File: config.mk
export PLATFORM = sky130hd
export DESIGN_NAME = pipe_stage_reg
export DESIGN_NICKNAME = d
export VERILOG_FILES = /design/src/rtl/pipe_stage_reg_pkg.sv /design/src/rtl/pipe_skid_entry.sv /design/src/rtl/pipe_stage_reg.sv
export SDC_FILE = /design/constraint.sdc
export NUM_CORES = 1
export LEC_CHECK = 0
export BUFFER_PORTS_ARGS = -buffer_cell sky130_fd_sc_hd__buf_2
export CORE_UTILIZATION = 51
export CTS_CLUSTER_SIZE = 30
export DETAILED_ROUTE_END_ITERATION = 12
export PLACE_DENSITY = 0.95
export SKIP_LAST_GASP = 1
export SYNTH_ARGS = -nofsm -noshare
export SYNTH_HDL_FRONTEND = slang
export SYNTH_SLANG_ARGS = --single-unit
File: constraint.sdc
create_clock -name clk -period 8.9 [get_ports clk]
set_clock_uncertainty 0.15 [all_clocks]
set_input_delay 1.78 -clock clk [delete_from_list [all_inputs] [get_ports clk]]
set_output_delay 1.78 -clock clk [all_outputs]
set_load 0.02 [all_outputs]
File: src/rtl/pipe_stage_reg_pkg.sv
`default_nettype none
// +----------------------------------------------------------------------+
// | pipe_stage_reg_pkg                                                    |
// | Shared CPU payload layout, per-stage keep masks, entry operations.    |
// | Rev 1.0                                                               |
// +----------------------------------------------------------------------+
package pipe_stage_reg_pkg;

  localparam int PAYLOAD_W = 128;

  // Payload field layout as packed by the calling stage.
  localparam int PC8_LSB   = 0;
  localparam int PC8_W     = 32;
  localparam int INSTR_LSB = 32;
  localparam int INSTR_W   = 32;
  localparam int CAUSE_LSB = 64;
  localparam int CAUSE_W   = 5;
  localparam int WA_LSB    = 69;
  localparam int WA_W      = 5;

  typedef enum logic [1:0] {
    ENT_HOLD   = 2'd0,
    ENT_LOAD   = 2'd1,
    ENT_DROP   = 2'd2,
    ENT_BUBBLE = 2'd3
  } entry_op_e;

  function automatic logic [PAYLOAD_W-1:0] field_mask(input int lsb, input int width);
    logic [PAYLOAD_W-1:0] m;
    m = '0;
    for (int i = 0; i < PAYLOAD_W; i++) begin
      if (i >= lsb && i < lsb + width) m[i] = 1'b1;
    end
    return m;
  endfunction

  localparam logic [PAYLOAD_W-1:0] KEEP_NONE      = '0;
  localparam logic [PAYLOAD_W-1:0] KEEP_PC8       = field_mask(PC8_LSB, PC8_W);
  localparam logic [PAYLOAD_W-1:0] KEEP_PC8_CAUSE = field_mask(PC8_LSB, PC8_W)
                                                  | field_mask(CAUSE_LSB, CAUSE_W);

endpackage
`default_nettype wire

File: src/rtl/pipe_skid_entry.sv
`default_nettype none
// +----------------------------------------------------------------------+
// | pipe_skid_entry                                                       |
// | One valid+data storage entry driven by a load/drop/bubble command.    |
// | Rev 1.0                                                               |
// +----------------------------------------------------------------------+
module pipe_skid_entry
  import pipe_stage_reg_pkg::*;
#(
  parameter int DW = 128
) (
  input  logic          clk,
  input  logic          rst,
  input  entry_op_e     op,
  input  logic [DW-1:0] d,
  output logic          valid,
  output logic [DW-1:0] data
);

  logic          valid_d;
  logic          valid_q;
  logic [DW-1:0] data_d;
  logic [DW-1:0] data_q;

  always_comb begin
    valid_d = valid_q;
    data_d  = data_q;
    case (op)
      ENT_LOAD: begin
        valid_d = 1'b1;
        data_d  = d;
      end
      ENT_DROP: valid_d = 1'b0;
      // Bubble: invalid, but the payload still carries the kept bits.
      ENT_BUBBLE: begin
        valid_d = 1'b0;
        data_d  = d;
      end
      default: ;
    endcase
  end

  always_ff @(posedge clk or posedge rst) begin
    if (rst) begin
      valid_q <= 1'b0;
      data_q  <= '0;
    end else begin
      valid_q <= valid_d;
      data_q  <= data_d;
    end
  end

  assign valid = valid_q;
  assign data  = data_q;

endmodule
`default_nettype wire

File: src/rtl/pipe_stage_reg.sv
`default_nettype none
// +----------------------------------------------------------------------+
// | pipe_stage_reg                                                        |
// | Generic valid/ready pipeline register with optional skid entry,       |
// | mask-preserving flush and saturating stall counter.                   |
// | Rev 1.0                                                               |
// +----------------------------------------------------------------------+
module pipe_stage_reg
  import pipe_stage_reg_pkg::*;
#(
  parameter int            DW        = 128,
  parameter logic [DW-1:0] KEEP_MASK = '0,
  parameter int            SKID      = 0,
  parameter int            CNT_W     = 16
) (
  input  logic             clk,
  input  logic             rst,
  input  logic             in_valid,
  output logic             in_ready,
  input  logic [DW-1:0]    in_data,
  output logic             out_valid,
  input  logic             out_ready,
  output logic [DW-1:0]    out_data,
  input  logic             flush,
  output logic [CNT_W-1:0] stall_cnt,
  input  logic             stall_clr
);

  localparam logic [CNT_W-1:0] CNT_MAX = '1;

  entry_op_e     main_op;
  logic [DW-1:0] main_d;
  logic          main_valid;
  logic [DW-1:0] main_data;
  logic          main_consume;
  logic          accept;

  assign main_consume = main_valid && out_ready;
  assign accept       = in_valid && in_ready;

  pipe_skid_entry #(.DW(DW)) u_main (
    .clk   (clk),
    .rst   (rst),
    .op    (main_op),
    .d     (main_d),
    .valid (main_valid),
    .data  (main_data)
  );

  generate
    if (SKID != 0) begin : g_skid
      entry_op_e     skid_op;
      logic          skid_valid;
      logic [DW-1:0] skid_data;
      logic          skid_valid_d;
      logic          ready_d;
      logic          ready_q;

      pipe_skid_entry #(.DW(DW)) u_skid (
        .clk   (clk),
        .rst   (rst),
        .op    (skid_op),
        .d     (in_data),
        .valid (skid_valid),
        .data  (skid_data)
      );

      always_comb begin
        main_op = ENT_HOLD;
        main_d  = in_data;
        skid_op = ENT_HOLD;
        if (flush) begin
          main_op = ENT_BUBBLE;
          main_d  = in_data & KEEP_MASK;
          skid_op = ENT_DROP;
        end else if (main_consume && skid_valid) begin
          main_op = ENT_LOAD;
          main_d  = skid_data;
          skid_op = ENT_DROP;
        end else if (accept && (!main_valid || main_consume)) begin
          main_op = ENT_LOAD;
        end else if (accept) begin
          skid_op = ENT_LOAD;
        end else if (main_consume) begin
          main_op = ENT_DROP;
        end
      end

      // Ready tracks the next-cycle skid occupancy so out_ready never reaches in_ready.
      always_comb begin
        skid_valid_d = skid_valid;
        if (skid_op == ENT_LOAD)      skid_valid_d = 1'b1;
        else if (skid_op == ENT_DROP) skid_valid_d = 1'b0;
        ready_d = !skid_valid_d;
      end

      always_ff @(posedge clk or posedge rst) begin
        if (rst) ready_q <= 1'b0;
        else     ready_q <= ready_d;
      end

      assign in_ready = ready_q && !flush;
    end else begin : g_single
      always_comb begin
        main_op = ENT_HOLD;
        main_d  = in_data;
        if (flush) begin
          main_op = ENT_BUBBLE;
          main_d  = in_data & KEEP_MASK;
        end else if (accept) begin
          main_op = ENT_LOAD;
        end else if (main_consume) begin
          main_op = ENT_DROP;
        end
      end

      assign in_ready = (!main_valid || out_ready) && !flush && !rst;
    end
  endgenerate

  logic [CNT_W-1:0] cnt_d;
  logic [CNT_W-1:0] cnt_q;

  always_comb begin
    cnt_d = cnt_q;
    if (stall_clr)                                   cnt_d = '0;
    else if (main_valid && !out_ready && cnt_q != CNT_MAX) cnt_d = cnt_q + CNT_W'(1);
  end

  always_ff @(posedge clk or posedge rst) begin
    if (rst) cnt_q <= '0;
    else     cnt_q <= cnt_d;
  end

  assign out_valid = main_valid;
  assign out_data  = main_data;
  assign stall_cnt = cnt_q;

endmodule
`default_nettype wire

Word-level counts from Yosys, hierarchy flattened
Index checks and enable logic that the tools add are counted.

Register bits: 145. Latch bits: 0. RAM bits: 0. Memory bits (read-only): 0. Input port bits: 134. Output and inout bits: 146. Memories: 0.

Add/subtract/negate cells: 1. $mul: 0. Divide/modulo/power cells: 0. Order comparisons: 0. Equal/unequal tests: 4. Shift-type cells: 0. Muxes and demuxes: 7. Bitwise operators: 0. Reduce and logical (&&, ||, !) cells: 15.

Operators with widths (number): 128-bit two-way mux (1); 16-bit two-way mux (2); 16-bit by 1-bit adder with 16-bit output (second input constant) (1); 16-bit != test (second input constant) (1); 1-bit logical AND (6); 2-bit two-way mux (3); 2-bit equality test (second input constant) (2); 1-bit logical NOT (4); 2-bit nonzero test (2); 2-bit OR reduction (2); 2-bit by 1-bit equality test with 1-bit output (second input constant) (1); 1-bit case mux with 2 select lines (1); 1-bit logical OR (1).

Logic depth before layout (Yosys ltp)
Gate-level depths: netlist of the first run.

Word-level depth: 10. Gate-level depth with buffers: 6.

Modules after synthesis
Synthesis of the first run repeated with hierarchy kept, for this count alone.

Cells, all modules: 519. Area total of the unflattened synthesis: 6632.6 µm².

By module, submodules not included: pipe_skid_entry (instances 1, cells an instance 273, area each 4834.6 µm², seq. area each 3228.1 µm²); pipe_stage_reg (instances 1, cells an instance 246, area each 1798.0 µm², seq. area each 400.4 µm²).

Least setup slack after synthesis of the first run
OpenSTA, ideal clock, no wires.

Kind: input to output. Start point: input port flush. End point: output port in_ready. Data arrival time: 2434 ps. Required time: 6970 ps. Slack: 4536 ps. Stages on the path: 2. Cell sequence: clkbuf_1 nor3_1.

Longest elaborated chain between the ends: 3.

RTL lines: from (decl) (RTL line pipe_stage_reg.sv:24) `input logic flush,`; 1-bit logical NOT (RTL line pipe_stage_reg.sv:117) `assign in_ready = (!main_valid || out_ready) && !flush && !rst;`; 1-bit logical AND (2 in a row) (RTL line pipe_stage_reg.sv:117); to (decl) (RTL line pipe_stage_reg.sv:19) `output logic in_ready,`.

No other way between the ends.

Worst setup path after layout of the first run
Ends and elaborated chain as after synthesis.

==> results.cfg, run 1 <==
[run_status]
status = finished, violations left
violations = design-rule violations

[clocking]
post-cts-setup-buffers = 0
numCtsBuffers = 17
cts_tree = done
h-tree-depth = 4
path_clk_slew_ns = 0.05
clkSinkCount = 145
cts_resized = 0
holdBufCountCts = 0
cts.root.buffer_cell = clkbuf_16
clock_path_buffers = 2
insertion_delay_ns = 0.43

[global_routing]
overflow = 0
grt_pass1_vias = 5471
grt_usage = 0.267
grt_first_pass_wirelength_um = 26600
antenna_found_initial = 0
grt_max_degree = 120

[worst_setup_path]
reg2reg_to = u_main.data[50]
cp_slowest_stage_delay_ns = 0.63
ff2ff_setup_slack_ns = 6.48
endpoint_kind = output pin
reg2reg_from = u_main.valid
crit_slowest_cell = buf_2
cp.arrival_ns = 2.74
cp_max_fo = 65
cp_cell_sequence = buf_2 -> nor3_1 -> buf_2
startpoint_type = input pin
worst-r2r-cell-count = 5
path_common_cell = buf_2
worstPathRequired_ns = 6.97
critPathKind = input pin to output pin

[synthesis]
ys_types = 33
synth_edf_count = 0
syn_area_mm2 = 0.00624
syn_nets = 794
ys_seq_area_frac = 0.582
synth_top_area_frac = 0.582
synth_area_leaders = dfrtp_1 (58%), nand2_1 (16%), nand3b_1 (15%)
synth_warnings = 0
postSynth.topFlopCell = dfrtp_1
syn_avg_cell_area_um2 = 9.47
synth-seq-cells = 145
syn_inst = 659
yosys.area.top_type = dfrtp_1
synthArstFlopShare = 1.00

[flow_run]
max_cap_violations = 0

[sta]
hold_ws_ns = 0.349
fin_crit_ns = 4.67
setup_viol = 0
worst_slew_pin_slew_ns = 1.23
rsz0062_at_grt = false
report.final.slew_viol_count = 0
tns_ns = 0
hold_viol_final = 0
slew_headroom = 0.183
finalCritPeriodShare = 0.524
fmax_mhz = 214

[route]
routed_via_density = 5.29
wire_per_inst_um = 15.1
drt_iter0_markers = 429
vias = 5692
routed_wl_um = 16300
ant_nets = 0
first_pass_iters = 11
drc_errors = 2

[hold_path]
hold_depth = 2
hold_class = flop to flop
hold_start = u_main.data[22]
hold_path_end = u_main.data[22]

[layout]
synthToLayoutAreaGrowth_pct = 33.2
fill_cells = 885
design_area_mm2 = 0.00831
drive_above_1_share = 0.344
finalNetCount = 1052
final_cells = 1077
n_antenna_cell = 0

[power]
power.leakage_nw = 4.80
peakVddDrop_uv = 148
powerDensity_mw_per_mm2 = 195

[placement]
gp_congestion = 0.816
placed_cell_area_mm2 = 0.00771
port_buffers = 279
hpwlAfterDp_um = 10700
dpl.cell_count = 1045

[floorplan]
die_area_mm2 = 0.0127
io_pins = 280
initial_utilization = 0.522
design.core.area_mm2 = 0.0120
row_count = 40
die_y_um = 113
die_x_um = 113
[flip-flops by register name, summed over array words and instances (netlist names)]
name	count
stall_cnt	16
u_main.data	128
u_main.valid	1
[worst max-delay path, delay by kind of cell]
kind / cells / cell delay (ns)
simple gates: 1 / 0.13
buf+inv: 2 / 0.82
[per-stage QoR]
stage / power (W) / utilization / worst slack, ns
floorplan: 0.000820 / - / 3.08
global placement: 0.000895 / 0.644 / 4.21
detailed placement: 0.000900 / 0.644 / 4.22
CTS: 0.00163 / 0.695 / 4.22
global route: 0.00168 / 0.695 / 4.11
finish: 0.00162 / 0.695 / 4.23
[worst max path at each step]
stage          startpoint      endpoint  slack [ns]  depth (start not counted)
2_1_floorplan         rst  stall_cnt[0]        3.08                          1
3_3_place_gp        flush      in_ready        4.21                          3
3_5_place_dp        flush      in_ready        4.22                          3
4_1_cts             flush      in_ready        4.22                          3
5_1_grt             flush      in_ready        4.11                          3
6_report            flush      in_ready        4.23                          3
[synthesized netlist by cell type, drive strengths merged, types with 3 or more instances]
master / count
dfrtp: 145
nand2: 261
nor2: 6
clkbuf: 42
o31ai: 6
or3: 5
nor3: 8
o21ai: 4
nand3b: 128
or4: 6
nand3: 6
a21oi: 12
nand4: 4
nor4: 3
a211oi: 3
nand2b: 3
[report_power, final]
| group | internal, W | switching (W) | leakage [nW] |
|---|---|---|---|
| Combinational | 0.0000669 | 0.000114 | 2.54 |
| Clock | 0.000465 | 0.000266 | 0.293 |
| Sequential | 0.000690 | 0.0000171 | 1.97 |
[cell usage in the layout (no fill, tap or decap), types with 6 or more instances in the layout]
cell type	count
a21oi_1	12
buf_2	279
clkbuf_16	17
clkinv_2	6
dfrtp_1	145
nand2_1	261
nand3b_1	128
nor2_1	6
nor3_1	8
o31ai_1	6
[per-layer routing]
| layer | routed length (µm) | vias up | share of wire | global-route usage |
|---|---|---|---|---|
| met5 | 0 | - | 0 | 0 |
| met4 | 515 | 0 | 0.032 | 0.115 |
| met3 | 1020 | 39 | 0.062 | 0.0778 |
| met2 | 8050 | 256 | 0.49 | 0.434 |
| met1 | 6700 | 2692 | 0.41 | 0.334 |
| li1 | - | 2705 | - | - |
[cell families after synthesis]
family | count (synthesis) | synth area share
flip-flops | 145 | 0.582
AND/OR/NAND/NOR | 438 | 0.359
buffers and inverters | 46 | 0.0277
multiplexers | 2 | 0.00341
adder cells (fa/ha/maj) | 1 | 0.00201
AO/OA/AOI/OAI | 27 | 0.0261
[area by class of cell]
| type | instances | area [µm²] | share of cell area |
|---|---|---|---|
| Clock buffer | 20 | 437 | 0.0526 |
| Clock inverter | 12 | 165 | 0.0199 |
| Inverter | 2 | 12.5 | 0.00151 |
| Multi-Input combinational cell | 468 | 2450 | 0.295 |
| Sequential cell | 145 | 3630 | 0.437 |
| Tap cell | 147 | 184 | 0.0221 |
| Timing Repair Buffer | 283 | 1430 | 0.172 |
Power figures use the tool's default switching activity.
==> run 2: changes to the inputs <==
--- a/config.mk
+++ b/config.mk
@@ -6,10 +6,10 @@
 export NUM_CORES = 1
 export LEC_CHECK = 0
 export BUFFER_PORTS_ARGS = -buffer_cell sky130_fd_sc_hd__buf_2
-export CORE_UTILIZATION = 51
+export CORE_UTILIZATION = 47
 export CTS_CLUSTER_SIZE = 30
 export DETAILED_ROUTE_END_ITERATION = 12
-export PLACE_DENSITY = 0.95
+export PLACE_DENSITY = 0.91
 export SKIP_LAST_GASP = 1
 export SYNTH_ARGS = -nofsm -noshare
 export SYNTH_HDL_FRONTEND = slang
==> constraint.sdc (replaced) <==
create_clock -name clk -period 4.7 [get_ports clk]
set_clock_uncertainty 0.15 [all_clocks]
set_input_delay 0.94 -clock clk [delete_from_list [all_inputs] [get_ports clk]]
set_output_delay 0.94 -clock clk [all_outputs]
set_load 0.02 [all_outputs]
==> run 2 against run 1 <==
Effect of this change:
- the flow now finishes without violations
- via count shrank 1.1%
- final area up 1.0%
- worst hold slack got worse by 0.0011 ns
- cell count up 2.4%
- clock power rose by 89%
- routed wire length increased by 0.52%
- critical path type unchanged
- largest cell class unchanged
- highest routed layer unchanged
==> results.cfg, run 2 (same netlist as run 1, synthesis figures left out) <==
[hold_path]
hold_start = u_main.data[30]
hold_depth = 2
hold_class = flop to flop
hold_path_end = u_main.data[30]

[floorplan]
io_pins = 280
row_count = 41
initial_utilization = 0.488
die_area_mm2 = 0.0137
design.core.area_mm2 = 0.0128
die_x_um = 117
die_y_um = 117

[route]
routed_via_density = 5.10
wire_per_inst_um = 14.8
vias = 5630
first_pass_iters = 5
ant_nets = 0
routed_wl_um = 16400
drt_iter0_markers = 432
drc_errors = 0

[sta]
slew_headroom = 0.339
worst_slew_pin_slew_ns = 0.991
finalCritPeriodShare = 0.562
rsz0062_at_grt = false
fmax_mhz = 378
fin_crit_ns = 2.64
report.final.slew_viol_count = 0
hold_viol_final = 0
tns_ns = 0
setup_viol = 0

[layout]
final_cell_mix = buf_2 (279), nand2_1 (261), dfrtp_1 (145), nand3b_1 (128), clkbuf_16 (17)
finalNetCount = 1053
largest_register_ffs = 128
synthToLayoutAreaGrowth_pct = 34.5
drive_above_1_share = 0.347
design_area_mm2 = 0.00839
final_common_cell = buf_2
n_antenna_cell = 0

[clocking]
cts_tree = done
numCtsBuffers = 17
h-tree-depth = 4
holdBufCountCts = 0
post-cts-setup-buffers = 0
path_clk_slew_ns = 0.05
clock_path_buffers = 2
cts.root.buffer_cell = clkbuf_16
insertion_delay_ns = 0.41
cts_resized = 0
clkSinkCount = 145

[global_routing]
antenna_found_initial = 0
overflow = 0
grt_max_degree = 130
grt_busiest_layer = met2
grt_pass1_vias = 5232
grtUsageMet1 = 0.280
grt_usage = 0.236
grtUsageMet2 = 0.404
grtUsageMet3 = 0.0675
grt_first_pass_wirelength_um = 24800

[worst_setup_path]
reg2reg_to = stall_cnt[10]
critical-path-top-delay-family = simple AND/OR/NAND/NOR gates
worst-r2r-cell-count = 5
cp_max_fo = 3
cp.arrival_ns = 1.55
worstPathRequired_ns = 3.61
reg2reg_from = stall_cnt[0]
critPathKind = input pin to output pin
cp_slowest_stage_delay_ns = 0.20
path_common_cell = buf_2
path_buf_inv = 2
endpoint_kind = output pin
cp_cell_sequence = buf_2 -> and2b_1 -> nor3_1 -> buf_2
ff2ff_setup_slack_ns = 2.50
startpoint_type = input pin
crit_slowest_cell = and2b_1

[placement]
hpwlAfterDp_um = 10800
placed_cell_area_mm2 = 0.00778
gp_congestion = 0.837
port_buffers = 279

[power]
powerDensity_mw_per_mm2 = 365
peakVddDrop_uv = 245
power.leakage_nw = 4.81

[flow_run]
max_cap_violations = 0

[run_status]
status = finished, final reports clean
[run 2: layout make-up]
type / count / area (µm²)
Clock inverter: 12 / 154
Tap cell: 172 / 215
Sequential cell: 145 / 3630
Multi-Input combinational cell: 468 / 2450
Inverter: 2 / 11.3
Clock buffer: 20 / 457
Timing Repair Buffer: 284 / 1470
Fill cell: 1015 / 4380
[run 2: where the power goes]
part	switching [W]	internal (W)
Sequential	0.0000323	0.00131
Clock	0.000512	0.000865
Combinational	0.000217	0.000131
Total	0.000761	0.00230
[run 2: worst min-delay path, cell delays in order (launching register included)]
cell and delay, ns:
dfrtp_1 0.33, nand3b_1 0.07, nand2_1 0.06
[run 2: layer usage]
metal / up-vias / share of wire
met5: - / 0
met4: 0 / 0.020
met3: 27 / 0.068
met2: 231 / 0.51
met1: 2660 / 0.40
li1: 2712 / -
[run 2: worst max path at each step]
stage                    from               to  slack, ns  cells after the start
floorplan                 rst     stall_cnt[0]       1.79                      1
global placement          rst  u_main.data[13]       1.92                      6
detailed placement      flush  u_main.data[50]       1.90                      6
CTS                 out_ready         in_ready       2.06                      4
global route        out_ready         in_ready       2.03                      4
finish              out_ready         in_ready       2.06                      4
[run 2: stage by stage]
stage | power [W] | util | hold WS (ns) | instances | setup slack, ns
after floorplan | 0.00155 | - | 0.464 | 659 | 1.79
after global placement | 0.00170 | 0.609 | 0.334 | 1071 | 1.92
after detailed placement | 0.00171 | 0.609 | 0.337 | 1071 | 1.90
after CTS | 0.00309 | 0.657 | 0.354 | 1103 | 2.06
after global routing | 0.00318 | 0.657 | 0.377 | 1103 | 2.03
final | 0.00306 | 0.657 | 0.348 | 1103 | 2.06
==> run 3: changes to the inputs <==
==> constraint.sdc (replaced) <==
create_clock -name clk -period 2.6 [get_ports clk]
set_clock_uncertainty 0.15 [all_clocks]
set_input_delay 0.52 -clock clk [delete_from_list [all_inputs] [get_ports clk]]
set_output_delay 0.52 -clock clk [all_outputs]
set_load 0.02 [all_outputs]
==> run 3 against run 2 <==
Effect of this change:
- worst setup slack worse by 1.6 ns
- die area stayed put
- sequential share of layout area is 0.33 points lower
- worst hold slack worse by 0.25 ns
- critical path type is now flop to flop
- critical endpoint is now stall_cnt[12]
- highest routed layer unchanged
==> results.cfg, run 3 (same netlist as run 1, synthesis figures left out) <==
[worst_setup_path]
endpoint_kind = flop
reg2reg_to = stall_cnt[12]
startpoint = stall_cnt[0]
critPathKind = flop to flop
startpoint_type = flop
cp_max_fo = 6
ff2ff_setup_slack_ns = 0.43
reg2reg_from = stall_cnt[0]
worst-r2r-cell-count = 5
cp.arrival_ns = 2.36
worstPathRequired_ns = 2.79

[power]
p_comb_frac = 0.115
seq_power_share = 0.436
powerDensity_mw_per_mm2 = 656
peakVddDrop_uv = 645
power.leakage_nw = 4.86
p_sw_frac = 0.246
p_sw_w = 0.00137
intPower_w = 0.00418
power.share.clock = 0.449
total_power_w = 0.00555

[route]
ant_nets = 0
routed_via_density = 5.18
wire_per_inst_um = 15.1
first_pass_iters = 5
drc_errors = 0
vias = 5735
routed_wl_um = 16700
drt_iter0_markers = 559

[clocking]
h-tree-depth = 4
path_clk_slew_ns = 0.06
post-cts-setup-buffers = 0
cts.root.buffer_cell = clkbuf_16
numCtsBuffers = 17
cts_resized = 0
clock_path_buffers = 2
cts_tree = done
insertion_delay_ns = 0.41
holdBufCountCts = 0
clkSinkCount = 145

[floorplan]
initial_utilization = 0.488
io_pins = 280
design.core.area_mm2 = 0.0128
die_y_um = 117
die_area_mm2 = 0.0137
die_x_um = 117
row_count = 41

[global_routing]
grt_max_degree = 130
grt_pass1_vias = 5343
antenna_found_initial = 0
grt_usage = 0.245
grt_first_pass_wirelength_um = 25700
overflow = 0

[placement]
port_buffers = 279
dpl.cell_count = 1077
gp_congestion = 0.825
hpwlAfterDp_um = 11100

[sta]
setup_viol = 0
worst_slew_pin_slew_ns = 0.997
finalCritPeriodShare = 0.835
tns_ns = 0
hold_viol_final = 0
fin_crit_ns = 2.17
report.final.slew_viol_count = 0
slew_headroom = 0.335
rsz0062_at_grt = false
fmax_mhz = 461

[layout]
finish.utilization = 0.662
final_common_cell = buf_2
drive_above_1_share = 0.350
synthToLayoutAreaGrowth_pct = 35.5
largest_register_ffs = 128
final_cells = 1108
n_antenna_cell = 0
finalNetCount = 1059
final_cell_mix = buf_2 (279), nand2_1 (261), dfrtp_1 (145), nand3b_1 (128), clkbuf_16 (17)
fill_cells = 1008

[flow_run]
max_cap_violations = 0

[run_status]
status = finished, final reports clean

[hold_path]
hold_class = input pin to asynchronous set/reset pin
run 3: cell types whose count changed in the layout (fill, tap and decap cells not counted):
| cell | change |
|---|---|
| buf_4 | +4 |
| inv_6 | -3 |
| buf_12 | +2 |
| clkbuf_8 | +1 |
| clkinv_2 | +1 |
| clkinv_4 | +1 |
| clkinvlp_4 | -1 |
run 3: area by class of cell:
| cell class | count | area (µm²) | share of cell area |
|---|---|---|---|
| Clock buffer | 21 | 470 | 0.0556 |
| Clock inverter | 10 | 134 | 0.0158 |
| Inverter | 2 | 11.3 | 0.00133 |
| Multi-Input combinational cell | 468 | 2450 | 0.290 |
| Sequential cell | 145 | 3630 | 0.429 |
| Tap cell | 172 | 215 | 0.0255 |
| Timing Repair Buffer | 290 | 1540 | 0.182 |
run 3: critical path, cell delays in order (launching register included):
cell and delay [ns]:
dfrtp_1 0.40, ha_1 0.26, nand4b_1 0.24, or3_1 0.46, or4_1 0.42, a21oi_1 0.16
run 3: per-layer routing:
| layer | track usage | part of all wire | routed length (µm) | vias to the layer above |
|---|---|---|---|---|
| met2 | 0.413 | 0.50 | 8440 | 225 |
| li1 | - | - | - | 2715 |
| met1 | 0.292 | 0.40 | 6750 | 2757 |
| met5 | 0 | 0 | 0 | - |
| met3 | 0.0644 | 0.064 | 1060 | 38 |
| met4 | 0.119 | 0.028 | 467 | 0 |
run 3: how the worst max path moves through the flow:
| stage | endpoint | slack, ns | cells after the start |
|---|---|---|---|
| after floorplan | stall_cnt[0] | 0.11 | 1 |
| after global placement | stall_cnt[11] | 0.35 | 5 |
| after detailed placement | stall_cnt[11] | 0.33 | 5 |
| after CTS | stall_cnt[12] | 0.42 | 5 |
| after global routing | stall_cnt[12] | 0.26 | 5 |
| final | stall_cnt[12] | 0.43 | 5 |
run 3: through the flow:
step	instance area [µm²]	hold WS [ns]	setup WS, ns
2_1_floorplan	6240	0.464	0.111
3_3_place_gp	7850	0.334	0.347
3_5_place_dp	7850	0.337	0.327
4_1_cts	8460	0.117	0.422
5_1_grt	8460	0.117	0.263
6_report	8460	0.100	0.429
run 3: power by group through the flow:
stage / combinational, W / clock (W) / sequential [W]
after global placement: 0.000633 / 0 / 0.00245
after CTS: 0.000647 / 0.00253 / 0.00242
after detailed placement: 0.000644 / 0 / 0.00246
after floorplan: 0.000217 / 0 / 0.00259
after global routing: 0.000701 / 0.00263 / 0.00243
final: 0.000638 / 0.00249 / 0.00242
